### config.mk
export PLATFORM = sky130hd
export DESIGN_NAME = rv32i_mem_arbiter
export DESIGN_NICKNAME = d
export VERILOG_FILES = /design/src/rtl/rv32i_pkg.sv /design/src/rtl/rv32i_starve_counter.sv /design/src/rtl/rv32i_mem_arbiter.sv
export SDC_FILE = /design/constraint.sdc
export NUM_CORES = 1
export LEC_CHECK = 0
export ABC_AREA = 1
export CAP_MARGIN = 10
export CORE_ASPECT_RATIO = 1.1
export CORE_MARGIN = 8
export CORE_UTILIZATION = 30
export DETAILED_ROUTE_END_ITERATION = 8
export PLACE_DENSITY = 0.7
export RECOVER_POWER = 50
export SLEW_MARGIN = 10
export SYNTH_ARGS = -nofsm -noshare
export SYNTH_HDL_FRONTEND = slang
export SYNTH_HIERARCHICAL = 1
export SYNTH_SLANG_ARGS = --single-unit
### constraint.sdc
create_clock -name clk -period 4 [get_ports clk]
set_input_delay 0.6 -clock clk [delete_from_list [all_inputs] [get_ports clk]]
set_output_delay 0.6 -clock clk [all_outputs]
set_load 0.03 [all_outputs]
### src/rtl/rv32i_pkg.sv
// Shared types and defaults for the RV32I memory subsystem.
package rv32i_pkg;

    typedef enum logic [1:0] {
        OWN_NONE = 2'd0,
        OWN_I    = 2'd1,
        OWN_D    = 2'd2
    } mem_owner_t;

    localparam int STARVE_MAX_DEFAULT = 4;

endpackage

### src/rtl/rv32i_starve_counter.sv
// Saturating wait counter: clear wins over increment, holds at LIMIT.
module rv32i_starve_counter #(
    parameter int LIMIT = 4
) (
    input  logic       clk,
    input  logic       reset,
    input  logic       i_clr,
    input  logic       i_inc,
    output logic [3:0] o_cnt,
    output logic       o_at_limit
);

    localparam logic [3:0] LIM = 4'(LIMIT);

    logic [3:0] r_cnt;

    always_ff @(posedge clk) begin
        if (reset || i_clr) begin
            r_cnt <= 4'd0;
        end else if (i_inc && (r_cnt != LIM)) begin
            r_cnt <= r_cnt + 4'd1;
        end
    end

    assign o_cnt      = r_cnt;
    assign o_at_limit = (r_cnt == LIM);

endmodule

### src/rtl/rv32i_mem_arbiter.sv
// Arbitrates one RAM port between instruction fetch (I) and the data path (D),
// with D priority bounded by an I starvation counter.
module rv32i_mem_arbiter
    import rv32i_pkg::*;
#(
    parameter int STARVE_MAX = STARVE_MAX_DEFAULT
) (
    input  logic        clk,
    input  logic        reset,
    input  logic        i_req,
    input  logic [29:0] i_addr,
    output logic        i_gnt,
    output logic        i_rvalid,
    output logic [31:0] i_rdata,
    output logic        i_stall,
    input  logic        d_req,
    input  logic        d_we,
    input  logic [3:0]  d_be,
    input  logic [29:0] d_addr,
    input  logic [31:0] d_wdata,
    output logic        d_gnt,
    output logic        d_rvalid,
    output logic [31:0] d_rdata,
    output logic        d_stall,
    output logic        ram_we,
    output logic [3:0]  ram_be,
    output logic [29:0] ram_addr,
    output logic [31:0] ram_wdata,
    input  logic [31:0] ram_rdata,
    output mem_owner_t  o_dbg_owner,
    output logic [3:0]  o_dbg_starve_cnt
);

    // Handshake: a requester holds req and its inputs until it sees gnt in the
    // same cycle; read data follows exactly one cycle later, flagged by rvalid.
    // Dropping req before gnt is allowed and leaves no state behind.

    mem_owner_t  r_owner;
    logic [29:0] r_ram_addr;
    logic [31:0] r_ram_wdata;
    logic        w_at_limit;
    logic        w_i_win;
    logic [3:0]  w_starve_cnt;

    rv32i_starve_counter #(.LIMIT(STARVE_MAX)) u_i_starve (
        .clk        (clk),
        .reset      (reset),
        .i_clr      (i_gnt || !i_req),
        .i_inc      (i_req && !i_gnt),
        .o_cnt      (w_starve_cnt),
        .o_at_limit (w_at_limit)
    );

    assign w_i_win = i_req && !reset && (!d_req || w_at_limit);
    assign i_gnt   = w_i_win;
    assign d_gnt   = d_req && !reset && !w_i_win;
    assign i_stall = i_req && !i_gnt;
    assign d_stall = d_req && !d_gnt;

    always_comb begin
        ram_we    = 1'b0;
        ram_be    = 4'b0000;
        ram_addr  = r_ram_addr;
        ram_wdata = r_ram_wdata;
        if (d_gnt) begin
            ram_we    = d_we;
            ram_be    = d_be;
            ram_addr  = d_addr;
            ram_wdata = d_wdata;
        end else if (i_gnt) begin
            ram_addr  = i_addr;
        end
    end

    // Stores never claim the response slot, so no rvalid follows them.
    always_ff @(posedge clk) begin
        if (reset) begin
            r_owner     <= OWN_NONE;
            r_ram_addr  <= 30'd0;
            r_ram_wdata <= 32'd0;
        end else begin
            r_ram_addr  <= ram_addr;
            r_ram_wdata <= ram_wdata;
            if (i_gnt) begin
                r_owner <= OWN_I;
            end else if (d_gnt && !d_we) begin
                r_owner <= OWN_D;
            end else begin
                r_owner <= OWN_NONE;
            end
        end
    end

    assign i_rvalid = (r_owner == OWN_I) && !reset;
    assign d_rvalid = (r_owner == OWN_D) && !reset;
    assign i_rdata  = ram_rdata;
    assign d_rdata  = ram_rdata;

    assign o_dbg_owner      = r_owner;
    assign o_dbg_starve_cnt = w_starve_cnt;

endmodule

==> results.yml, run 1 <==
status:
  outcome: "finished, final reports clean"
final_layout:
  utilization: 0.419
  layout-drive-gt1-share: 0.0931
  fill_cells: 1542
  final_common_cell: "inv_1"
  diodes: 0
  nNetsFinal: 989
  final_cell_mix: "inv_1 (198), nand2_1 (197), clkdlybuf4s50_1 (132)"
  area_growth_pct: 37.5
cts:
  clk_latency_ns: 0.33
  clock_sinks: 68
  clock_path_buffers: 2
  clk_pin_slew_ns: 0.06
  ctsResizeCount: 0
  hold_buffers: 0
  root_buffer: "clkbuf_16"
  post-cts-setup-buffer-count: 0
  cts_tree: "done"
  numCtsBuffers: 9
  htreeDepth: 3
placement:
  port_buffers: 179
  place.gp.congestion: 0.760
  detailed_place_hpwl_um: 8800
job:
  maxCapViolCount: 0
route:
  wl_per_cell_um: 11.7
  drt.antenna.violating_nets: 0
  drc: 0
  vias: 4247
  initialDrtViolationCount: 127
  dr.pass1.iters: 6
  avgViaCountPerCell: 4.04
  routed_wl_um: 12300
critical_path:
  critical_path_arrival_ns: 2.90
  critical_path_class: "reg -> out"
  startpoint_type: "flip-flop"
  cp-end-kind: "output pin"
  cp_max_fo: 65
  required_ns: 3.40
power:
  power_mw: 2.21
  p_leak_nw: 3.51
  ir_drop_mv: 0.166
  power.density_nw_per_um2: 366
floorplanning:
  dieArea_um2: 18800
  rows: 46
  initial_core_util: 0.305
  io-pin-count: 276
  core_area_um2: 14400
  die_w_um: 131
  die_y_um: 143
timing:
  finalSetupTns_ns: 0
  clock_skew_ns: 0.00978
  rsz0062_at_grt: "no"
  finalSetupViolCount: 0
  fin_crit_sh: 0.874
  slew_headroom: 0.467
  worst_pin_slew_ns: 0.800
  final-hold-violation-count: 0
  timing.fmax_mhz: 286
  finalCriticalPeriod_ns: 3.50
  finalMaxSlewViolations: 0
global_routing:
  busiest_layer: "met2"
  grt_pass1_vias: 3994
  antenna_found_initial: 0
  met3_usage: 0.0506
  grt_overflow: 0
  grt_pass1_wl_um: 20000
  grt_use_total: 0.130
  grt_util_met2: 0.218
  use_met1: 0.148
  grt_max_degree: 66
logic_synthesis:
  synthesis.nets: 890
  synth_edf_count: 0
  syn_inst: 755
  ys.flop_type: "dfxtp_1"
  yosys_warnings: 6
  synthArstFlopShare: 0
  synthesis.area_um2: 4390
  synth-seq-cells: 68
  ys_types: 20
  yosysSeqAreaShare: 0.310
  syn_area_per_cell_um2: 5.82
hold_path:
  min_path_type: "reg -> reg"
[sequential cells by signal (all words and copies together) (netlist names)]
name / flops
r_ram_addr: 30
r_ram_wdata: 32
o_dbg_owner: 2
u_i_starve/o_cnt: 4
[critical path, cell delays in order (launching register included)]
cell             delay, ns
dfxtp_1               0.37
inv_1                 0.09
ha_1                  0.20
nand3_1               0.15
inv_1                 0.06
inv_1                 0.05
nand2_1               0.09
nand2_4               0.50
nand3_1               0.22
nand2_1               0.15
inv_1                 0.04
clkdlybuf4s50_1       0.60
[cell usage after synthesis (2+ instances only)]
library cell / number / share of area
o21ai_0: 2 / 0.0023
dfxtp_1: 68 / 0.31
ha_1: 2 / 0.0057
inv_2: 11 / 0.0094
inv_1: 198 / 0.17
buf_1: 5 / 0.0043
buf_2: 16 / 0.018
nand2_2: 3 / 0.0043
nand2_1: 196 / 0.17
buf_6: 2 / 0.0051
nand3_1: 93 / 0.11
nor2_1: 76 / 0.065
buf_4: 65 / 0.11
clkbuf_1: 12 / 0.010
[metal layers]
layer / vias to the layer above / wire length [µm]
li1: 2276 / -
met1: 1822 / 5350
met2: 117 / 5800
met3: 32 / 994
met4: 0 / 184
met5: - / 0
[through the flow]
| stage | area, µm² | hold WS (ns) | worst slack, ns | instances |
|---|---|---|---|---|
| floorplan | 4390 | 0.497 | 1.42 | 755 |
| global placement | 5740 | 0.509 | 0.638 | 1035 |
| detailed placement | 5740 | 0.512 | 0.628 | 1035 |
| CTS | 6050 | 0.522 | 0.514 | 1051 |
| global route | 6040 | 0.546 | 0.235 | 1051 |
| finish | 6040 | 0.520 | 0.504 | 1051 |
[layout make-up]
cell class | count | area (µm²) | area share
clock inverters | 3 | 43.8 | 0.00726
repair buffers | 188 | 1750 | 0.290
multi-input cells | 378 | 1590 | 0.263
flip-flops and latches | 68 | 1360 | 0.226
well taps | 192 | 240 | 0.0398
clock buffers | 13 | 270 | 0.0448
inverters | 209 | 785 | 0.130
[kinds of logic after synthesis]
| family | share of synthesized area |
|---|---|
| simple gates | 0.352 |
| buf+inv | 0.328 |
| flops | 0.310 |
| compound gates | 0.00484 |
| fa+ha+maj | 0.00570 |
[power breakdown]
group          internal [mW]  switching (mW)
logic                  0.275           0.380
registers              0.725          0.0118
clock network          0.534           0.286
[final timing paths]
| kind | start | to | slack [ns] | cells past startpoint |
|---|---|---|---|---|
| hold reg to reg | r_ram_wdata[5] | r_ram_wdata[5] | 0.52 | 4 |
| setup reg to reg | u_i_starve/o_cnt[0] | u_i_starve/o_cnt[2] | 1.31 | 14 |
| setup / recovery | u_i_starve/o_cnt[0] | ram_addr[0] | 0.50 | 11 |
| hold / removal | r_ram_wdata[5] | r_ram_wdata[5] | 0.52 | 4 |
(Power assumes the default switching activity.)
==> run 2: changes to the inputs <==
- SETUP_SLACK_MARGIN: default -> 0.3
==> results.yml, run 2 (synthesis gave the netlist of run 1 again) <==
critical_path:
  worst-path-buf-inv: 6
  cp_top_family: "buffers and inverters"
  cpPeakStageDelay_ns: 0.68
  path_cells: "inv_1 > ha_1 > nand3_1 > inv_1 > inv_1 > nand2_1 > buf_4 > nand3_1 > nand2_1 > nand2_1 > inv_1 > clkdlybuf4s50_1"
  cp-end-kind: "output pin"
  cp_common_cell: "inv_1"
  cp_max_fo: 30
  required_ns: 3.40
  critical_path_arrival_ns: 2.82
  slowest_stage: "clkdlybuf4s50_1"
  critical_path_class: "reg -> out"
  startpoint_type: "flip-flop"
floorplanning:
  rows: 46
  dieArea_um2: 18800
  die_y_um: 143
  io-pin-count: 276
  initial_core_util: 0.305
  die_w_um: 131
  core_area_um2: 14400
global_routing:
  antenna_found_initial: 0
  grt_pass1_vias: 3994
  grt_pass1_wl_um: 20000
  grt_use_total: 0.130
  grt_max_degree: 66
  grt_overflow: 0
timing:
  finalSetupViolCount: 0
  clock_skew_ns: 0.00976
  finalMaxSlewViolations: 0
  rsz0062_at_grt: "no"
  finalCriticalPeriod_ns: 3.42
  finalSetupTns_ns: 0
  timing.fmax_mhz: 292
  final-hold-violation-count: 0
  fin_crit_sh: 0.855
  worst_pin_slew_ns: 0.660
  slew_headroom: 0.559
final_layout:
  area_growth_pct: 37.8
  diodes: 0
  stdcell_area_um2: 6050
  layout-drive-gt1-share: 0.0943
  largest_register_ff_count: 32
  nNetsFinal: 989
  utilization: 0.421
  final_common_cell: "inv_1"
  final_cell_mix: "inv_1 (198), nand2_1 (197), clkdlybuf4s50_1 (132)"
  largest_register: "r_ram_wdata"
  stdcell_count: 1051
power:
  ir_drop_mv: 0.166
  power.density_nw_per_um2: 366
  p_leak_nw: 3.51
cts:
  post-cts-setup-buffer-count: 0
  clk_latency_ns: 0.33
  numCtsBuffers: 9
  clock_path_buffers: 2
  clk_pin_slew_ns: 0.06
  root_buffer: "clkbuf_16"
  cts_tree: "done"
  htreeDepth: 3
  clock_sinks: 68
route:
  routed_wl_um: 12400
  initialDrtViolationCount: 126
  vias: 4233
  drc: 0
  drt.antenna.violating_nets: 0
  avgViaCountPerCell: 4.03
  dr.pass1.iters: 6
  wl_per_cell_um: 11.8
hold_path:
  min_path_type: "reg -> reg"
job:
  maxCapViolCount: 0
placement:
  dpl_cell_area_um2: 5740
  detailed_place_hpwl_um: 8800
  placedCellCount: 1035
  place.gp.congestion: 0.760
  port_buffers: 179
status:
  outcome: "finished, final reports clean"
==> run 2: cell count changes in the layout (fill, tap and decap cells not counted) <==
cell | previous run | this run
buf_4 | 47 | 49
clkbuf_1 | 2 | 1
clkbuf_2 | 1 | 0
nand2_4 | 1 | 0
nand2_8 | 0 | 1
==> run 2: what timing repair did <==
action	in CTS	in global routing
hold buffers	0	0
gates resized for setup	0	1
endpoints found under the setup margin	0	2
==> run 2: area by class of cell <==
cell class	instances	area, µm²
clock buffers	13	270
clock inverters	3	43.8
fillers	1541	8340
inverters	209	785
multi-input cells	378	1600
flip-flops and latches	68	1360
well taps	192	240
repair buffers	188	1750
==> run 2: where the power goes <==
group,switching [mW],total (mW),internal (mW)
combinational,0.381,0.656,0.275
sequential,0.0119,0.737,0.725
clock,0.288,0.822,0.534
total,0.680,2.21,1.53
==> run 2: per-stage QoR <==
stage / total power, mW / setup slack, ns / hold WS (ns)
final: 2.21 / 0.580 / 0.520
after global routing: 2.36 / 0.277 / 0.546
after CTS: 2.26 / 0.514 / 0.522
after detailed placement: 1.42 / 0.628 / 0.512
after global placement: 1.41 / 0.638 / 0.509
after floorplan: 1.25 / 1.42 / 0.497
==> run 2: worst register-to-register path: stages (launching register included) <==
cell and delay (ns):
dfxtp_1 0.33, inv_1 0.11, ha_1 0.16, nand3_1 0.15, inv_1 0.09, inv_1 0.04
nand2_1 0.17, nand2_8 0.25, nand2_1 0.17, buf_4 0.39, nand2_1 0.14, nand2_1 0.10
nor2_1 0.04
==> run 2: path summary, 6_finish.rpt <==
kind / startpoint / end / slack [ns] / cells after the start
worst min-delay path: r_ram_wdata[5] / r_ram_wdata[5] / 0.52 / 4
worst max-delay path: u_i_starve/o_cnt[0] / ram_addr[28] / 0.58 / 12
worst max register to register: u_i_starve/o_cnt[0] / r_ram_wdata[13] / 1.73 / 12
worst min register to register: r_ram_wdata[5] / r_ram_wdata[5] / 0.52 / 4
==> run 2: per-layer routing <==
layer	part of all wire	wire, µm	vias to the layer above	GRT usage
li1	-	-	2276	-
met1	0.43	5360	1822	0.148
met2	0.47	5840	105	0.218
met3	0.078	968	30	0.0506
met5	0	0	-	0
met4	0.015	183	0	0.0454
==> run 3: changes to the inputs <==
- CAP_MARGIN: 10 -> 20
==> results of run 3 <==
Same layout as run 2: the final DEF is identical, and so are final timing and power.
